`config.mk`:
```
export PLATFORM = sky130hd
export DESIGN_NAME = signed_8b_square
export DESIGN_NICKNAME = d
export VERILOG_FILES = /design/src/rtl/sq_pkg.sv /design/src/rtl/nibble_square.sv /design/src/rtl/signed_8b_square.sv
export SDC_FILE = /design/constraint.sdc
export NUM_CORES = 1
export LEC_CHECK = 0
export BUFFER_PORTS_ARGS = -buffer_cell sky130_fd_sc_hd__buf_2
export CAP_MARGIN = 0
export CORE_UTILIZATION = 45
export CTS_CLUSTER_DIAMETER = 50
export CTS_CLUSTER_SIZE = 24
export DETAILED_ROUTE_END_ITERATION = 6
export PLACE_DENSITY = 0.66
export SLEW_MARGIN = 20
export SYNTH_ARGS = -nofsm -noshare
export SYNTH_HDL_FRONTEND = slang
export SYNTH_HIERARCHICAL = 1
export SYNTH_SLANG_ARGS = --single-unit
```
`constraint.sdc`:
```
create_clock -name clk_i -period 0.8 [get_ports clk_i]
set_clock_uncertainty 0.05 [all_clocks]
set_input_delay 0.04 -clock clk_i [delete_from_list [all_inputs] [get_ports clk_i]]
set_output_delay 0.04 -clock clk_i [all_outputs]
set_load 0.01 [all_outputs]
```
`src/rtl/sq_pkg.sv`:
```
// Shared widths and the 4-bit squaring table used by the signed squarer.
package sq_pkg;

    localparam int SQ_IN_W  = 8;
    localparam int SQ_OUT_W = 15;
    localparam int SQ_NIB_W = 4;
    localparam int SQ_NSQ_W = 8;

    function automatic logic [SQ_NSQ_W-1:0] nib_sq(
        input logic [SQ_NIB_W-1:0] n
    );
        logic [SQ_NSQ_W-1:0] r;
        case (n)
            4'd0:    r = 8'd0;
            4'd1:    r = 8'd1;
            4'd2:    r = 8'd4;
            4'd3:    r = 8'd9;
            4'd4:    r = 8'd16;
            4'd5:    r = 8'd25;
            4'd6:    r = 8'd36;
            4'd7:    r = 8'd49;
            4'd8:    r = 8'd64;
            4'd9:    r = 8'd81;
            4'd10:   r = 8'd100;
            4'd11:   r = 8'd121;
            4'd12:   r = 8'd144;
            4'd13:   r = 8'd169;
            4'd14:   r = 8'd196;
            default: r = 8'd225;
        endcase
        return r;
    endfunction

endpackage

```
`src/rtl/nibble_square.sv`:
```
// Combinational 4-bit squarer backed by the shared lookup table.
module nibble_square
    import sq_pkg::*;
(
    input  logic [SQ_NIB_W-1:0] i_nib,
    output logic [SQ_NSQ_W-1:0] o_sq
);

    assign o_sq = nib_sq(i_nib);

endmodule

```
`src/rtl/signed_8b_square.sv`:
```
// Registered exact square of a signed 8-bit sample, built from
// nibble tables and a 4x4 cross product instead of a full multiplier.
module signed_8b_square
    import sq_pkg::*;
(
    input  logic                clk_i,
    input  logic                rst_i,
    input  logic [SQ_IN_W-1:0]  in_i,
    output logic [SQ_OUT_W-1:0] out_o
);

    logic [SQ_IN_W-1:0]  w_abs;
    logic [SQ_NIB_W-1:0] w_h;
    logic [SQ_NIB_W-1:0] w_l;
    logic [SQ_NSQ_W-1:0] w_h2;
    logic [SQ_NSQ_W-1:0] w_l2;
    logic [SQ_NSQ_W-1:0] w_hl;
    logic [SQ_OUT_W-1:0] w_hi;
    logic [SQ_OUT_W-1:0] w_mid;
    logic [SQ_OUT_W-1:0] w_lo;
    logic [SQ_OUT_W-1:0] w_sum;
    logic [SQ_OUT_W-1:0] r_out;

    // -128 wraps to 8'h80, which is exactly 128 as unsigned
    assign w_abs = in_i[SQ_IN_W-1] ? (~in_i + 8'd1) : in_i;
    assign w_h   = w_abs[7:4];
    assign w_l   = w_abs[3:0];

    nibble_square u_sq_hi (
        .i_nib (w_h),
        .o_sq  (w_h2)
    );

    nibble_square u_sq_lo (
        .i_nib (w_l),
        .o_sq  (w_l2)
    );

    assign w_hl = {4'b0000, w_h} * {4'b0000, w_l};

    // h never exceeds 8, so h^2 <= 64 and 256*h^2 fits in 15 bits
    assign w_hi  = SQ_OUT_W'({w_h2, 8'h00});
    assign w_mid = SQ_OUT_W'({w_hl, 5'b00000});
    assign w_lo  = SQ_OUT_W'(w_l2);
    assign w_sum = w_hi + w_mid + w_lo;

    always_ff @(posedge clk_i or posedge rst_i) begin
        if (rst_i) begin
            r_out <= '0;
        end else begin
            r_out <= w_sum;
        end
    end

    assign out_o = r_out;

endmodule

```
==> impl_results.md, run 1 <==
* Fin area at 2680 um2
* Crit path buf inv count at 4
* Final worst-path cycle share at 473%
* Post-synth ARST share at 100%
* DR pass1 iterations at 4
* Post-layout nets at 299
* # setup viols final at 28
* Antenna viol nets, final at 0
* Synth Cell Area at 1550 um2
* Startpoint types: input port
* Worst Path Max Fanout at 3
* Cells along the critical path: buf_12, or3_4, o31ai_4, xnor2_2, nand2_1, fa_1, inv_1, fa_1, inv_2, fa_2, inv_1, a21o_1, a21oi_2, xnor2_1, ha_1, a21oi_2, o211ai_1, a211o_1, o211ai_1
* Final WS setup at -2.98 ns
* Area of placed instances at 2270 um2
* Leakage at 0.00133 uW
* Sequential share of the synthesized area at 24.3%
* Peak supply drop at 962 uV
* Critical path launch point: in_i[1]
* Setup TNS at -24.27 ns
* Die X at 60.6 um
* CTS buffer count at 3
* Syn_area_per_cell at 8.83 um2
* Crit path max-delay family: adder cells
* Layout cells sized above 1 at 55.3%
* Critical-path top delay cell: fa_1
* Largest net degree at the start of global routing at 16
* Highest clock rate at 0.264 GHz
* Synth cell types at 38
* Multi-input logic area at 1410 um2
* Final hold violations at 1
* Leading post-synthesis cells by cell area: dfrtp_1 (24%), ha_1 (17%), fa_1 (6.5%)
* RePlAce Congestion at 0.822
* Initial Utilization at 49.0%
* Number of synthesized register bits at 15
* Via count at 1,569
* Worst-case clock buffer depth at 2
* Global-route wire length before repair at 6330 um
* Unrepaired setup endpoints after global routing: yes
* Critical path arrival at 3.94 ns
* Root Driver: clkbuf_4
* Cell with the most instances after synthesis: inv_1
* Vias in the first global route at 1,522
* Routed len/inst at 14.0 um
* Die Y at 60.6 um
* Top FF cell, synth: dfrtp_1
* Pwr Density at 2110 nW/um2
* Total inserted antenna cells at 0
* Register clock-pin slew on the reported worst setup and hold paths at 0.09 ns
* Number of flip-flops in the largest register at 15
* DP HPWL at 2880 um
* Final WL at 4270 um
* Reg area at 375 um2
* Port Buf Inserts at 24
* CTS tree: yes
* Worst EP required at 0.96 ns
* Core area at 3150 um2
* Hold Crit Start: in_i[0]
* Synth top area share at 24.3%
* EDFF count, synth at 0
* Total global routing track utilization at 23.4%
* # IOs at 25
* Mapped Cells at 175
* Clk sinks at 15
* Fillers at 186
* DRC Markers at 0
* Starting DRT DRC Count at 53
* Setup CP Type: in2reg
* Antenna violations before repair at 0
* H-tree Lvls at 1
* Violated checks: hold timing, setup timing
* Via density at 5.13
* Ys Warns at 6
* Worst slack, placed at -3.32 ns
* Num rows at 20
* Fin Hold WS at -0.00500 ns
* Area leader, netlist: dfrtp_1
* Final Critical Period at 3.78 ns
* Status: complete, but fails checks
* Die area at 3670 um2
* Total gr overflow at 0
* CP peak stage delay at 0.52 ns
* Top cells by count, synth: inv_1 (22), ha_1 (21), nor2_1 (17)
* Fin. max-slew vios at 0
* Hold Crit Class: in2reg
* Syn-to-layout area delta at 73.3%
* Critical Path End Type: flip-flop
* Number of max-cap violations at 0
area by class of cell:
cell class                      count  area share, %
Timing Repair Buffer               87           25.9
Multi-Input combinational cell    134           52.8
Sequential cell                    15           14.0
Clock inverter                      1          0.187
Inverter                           22           4.25
Clock buffer                        3          0.841
Tap cell                           44           2.06
through the flow:
stage                     std cells  total power (uW)  utilization [%]
after global routing            306              6040             84.9
after global placement          286              4060             72.1
final                           306              5650             84.9
after floorplan                 176              3070                -
after CTS                       302              4970             80.8
after detailed placement        286              4150             72.1
cell usage in the layout (no fill, tap or decap), types with 2 or more instances in the layout:
master and n:
buf_4 49, buf_2 18, nor2_1 14, a22o_2 2, xor2_1 6, o211ai_1 4, and2_2 2, nand2b_1 4
buf_6 16, xnor2_1 5, conb_1 4, dlygate4sd3_1 2, fa_1 4, nor2_2 2, ha_1 9, a21oi_4 2
clkbuf_4 3, o21ai_1 2, nor2_4 2, xnor2_2 5, dfrtp_1 15, nand2b_4 3, a21o_1 4, and2_1 2
nand2_1 9, nand3_1 3, ha_4 11, a21oi_2 2, inv_1 13, a21oi_1 3, inv_2 5, inv_12 2
mux2i_1 3
routing by layer:
layer / routed length [um] / track usage (%) / up-vias
li1: - / - / 756
met4: 178 / 10.7 / 0
met2: 2330 / 46.2 / 40
met5: 0 / 0 / -
met3: 101 / 2.56 / 17
met1: 1660 / 24.5 / 756
cell families after synthesis:
kind of cell,share of synthesized area [%]
buffers and inverters,7.53
other,0.729
multiplexers,2.59
XOR/XNOR,10.2
AND/OR/NAND/NOR,16.7
flip-flops,24.3
adder cells (fa/ha/maj),23.5
AO/OA/AOI/OAI,14.5
power breakdown:
part	total (uW)	internal (uW)	switching, uW
Sequential	1060	1000	63.8
Clock	449	187	262
Combinational	4140	2220	1920
repair_timing:
item,4_1_cts,5_1_grt
gates resized for setup,30,17
setup endpoints to repair,28,43
hold endpoints to repair,16,0
hold buffers,2,0
pin swaps,21,9
buffers inserted,11,4
path summary, 6_finish.rpt:
check                      cells after the start         to  slack, ns
min in group asynchronous                      3   out_o[4]       0.20
setup / recovery                              19  out_o[14]      -2.98
max in group asynchronous                      3  out_o[12]       0.27
hold / removal                                 3   out_o[2]     -0.005
(Power assumes the default switching activity.)
==> run 2, diff against run 1 <==
--- a/config.mk
+++ b/config.mk
@@ -11,7 +11,7 @@
 export CTS_CLUSTER_DIAMETER = 50
 export CTS_CLUSTER_SIZE = 24
 export DETAILED_ROUTE_END_ITERATION = 6
-export PLACE_DENSITY = 0.66
+export PLACE_DENSITY_LB_ADDON = 0.2
 export SLEW_MARGIN = 20
 export SYNTH_ARGS = -nofsm -noshare
 export SYNTH_HDL_FRONTEND = slang
==> run 2 against run 1 <==
Against the previous run:
- the run ends with setup timing left
- core utilization fell by 1.1 points
- sequential share of layout area increased by 0.19 points
- total power rose by 1.0%
- non-clock buffer count is 1 lower
- global-route usage is 1.5 points higher
- critical path depth did not move
- critical endpoint unchanged
- highest routed layer unchanged
==> impl_results.md, run 2 (same netlist as run 1, synthesis figures left out) <==
* Critical Path End Type: flip-flop
* Root Driver: clkbuf_4
* Global-route wire length before repair at 6740 um
* Fin Hold WS at 0.0187 ns
* Total global routing track utilization at 24.9%
* DP HPWL at 3290 um
* Port Buf Inserts at 24
* Layout cells sized above 1 at 54.8%
* DR pass1 iterations at 4
* Worst EP required at 0.95 ns
* Starting DRT DRC Count at 36
* Largest net degree at the start of global routing at 16
* RePlAce Congestion at 0.804
* Via count at 1,575
* Detail Route met2 WL at 2610 um
* Syn-to-layout area delta at 71.0%
* Final hold violations at 0
* Startpoint types: input port
* Top sig layer: met4
* Core area at 3150 um2
* CP peak stage delay at 0.54 ns
* Unrepaired setup endpoints after global routing: yes
* CTS buffer count at 3
* Most common cell after layout, fill and taps aside: buf_4
* Critical path launch point: in_i[1]
* Final WL at 4610 um
* Pwr Density at 2160 nW/um2
* Number of max-cap violations at 0
* Peak supply drop at 750 uV
* Hold Crit Class: in2reg
* Critical path arrival at 4.03 ns
* # IOs at 25
* Clk sinks at 15
* Setup CP Type: in2reg
* # setup viols final at 28
* Die Y at 60.6 um
* Number of flip-flops in the largest register at 15
* H-tree Lvls at 1
* Antenna violations before repair at 0
* Routed len/inst at 15.1 um
* Post-layout nets at 298
* Worst Path Max Fanout at 3
* Status: complete, but fails checks
* Worst slack, placed at -3.37 ns
* Violated checks: setup timing
* DRC Markers at 0
* Leakage at 0.00131 uW
* Hold Crit Start: in_i[0]
* Final Critical Period at 3.88 ns
* CTS tree: yes
* Fin. max-slew vios at 0
* Antenna viol nets, final at 0
* Final WS setup at -3.08 ns
* Critical-path top delay cell: fa_1
* Setup crit end: out_o[14]
* Final core occ at 83.8%
* Initial Utilization at 49.0%
* Final worst-path cycle share at 484%
* Vias in the first global route at 1,619
* Die X at 60.6 um
* Wire length on met3 at 149 um
* Via density at 5.16
* Hold path cells at 3
* Final total power at 5710 uW
* Worst-case clock buffer depth at 2
* Wire length on met1 at 1660 um
* Cells along the critical path: buf_12, or3_4, o31ai_4, xnor2_2, nand2_1, fa_1, inv_2, fa_1, inv_1, fa_2, inv_1, a21o_1, a21oi_2, xnor2_1, ha_1, a21oi_2, o21ai_1, a211o_1, o211ai_1
* Total gr overflow at 0
* Most frequent cells in the layout: buf_4 (51), nor2_1 (16), buf_2 (15), buf_6 (15), dfrtp_1 (15)
* Num rows at 20
* Highest clock rate at 0.258 GHz
* Register clock-pin slew on the reported worst setup and hold paths at 0.08 ns
* Total inserted antenna cells at 0
* Die area at 3670 um2
-- run 2: cell types whose count changed in the layout (fill, tap and decap cells not counted), sizes merged --
cell,delta
clkinv,-1
inv,+1
clkinvlp,-1
clkbuf,+2
buf,-2
-- run 2: worst max-delay path: cells and delay by family --
| kind | cells | cell delay [ns] |
|---|---|---|
| compound gates | 7 | 1.15 |
| xor+xnor | 2 | 0.34 |
| fa+ha+maj | 4 | 1.69 |
| buf+inv | 4 | 0.30 |
| simple gates | 2 | 0.50 |
-- run 2: stage by stage --
step / std cells / TNS, ns / area, um2
detailed placement: 287 / -28.14 / 2280
global route: 305 / -25.90 / 2640
finish: 305 / -24.69 / 2640
global placement: 287 / -26.87 / 2280
floorplan: 176 / -21.18 / 1790
CTS: 297 / -23.97 / 2420
-- run 2: power breakdown --
group	switching, uW	total [uW]	leakage [uW]	internal, uW
registers	77.2	1080	0.000183	1000
clock network	234	428	0.0000150	195
logic	1940	4210	0.00111	2270
total	2250	5710	0.00131	3460
-- run 2: final cells by class --
class,count,area (um2)
fillers,188,510
inverters,22,110
multi-input cells,134,1390
clock buffers,4,26.3
repair buffers,86,689
well taps,44,55.1
flip-flops and latches,15,375
-- run 2: routing by layer --
metal,vias to the layer above,global-route usage [%]
met5,-,0
met4,0,13.0
met3,19,2.99
met2,55,50.2
met1,748,24.2
li1,753,-
-- run 2: how the worst min path moves through the flow --
stage	to	slack, ns
final	out_o[2]	0.02
after global routing	out_o[2]	0.01
after CTS	out_o[2]	0.01
after detailed placement	out_o[1]	-0.005
after global placement	out_o[1]	-0.01
after floorplan	out_o[0]	-0.11
-- run 2: timing repair --
item | in CTS | in global routing
setup buffers | 4 | 9
gates resized for setup | 17 | 27
endpoints found under the setup margin | 28 | 28
pin swaps | 18 | 21
hold buffers | 2 | 0
endpoints found under the hold margin | 16 | 0
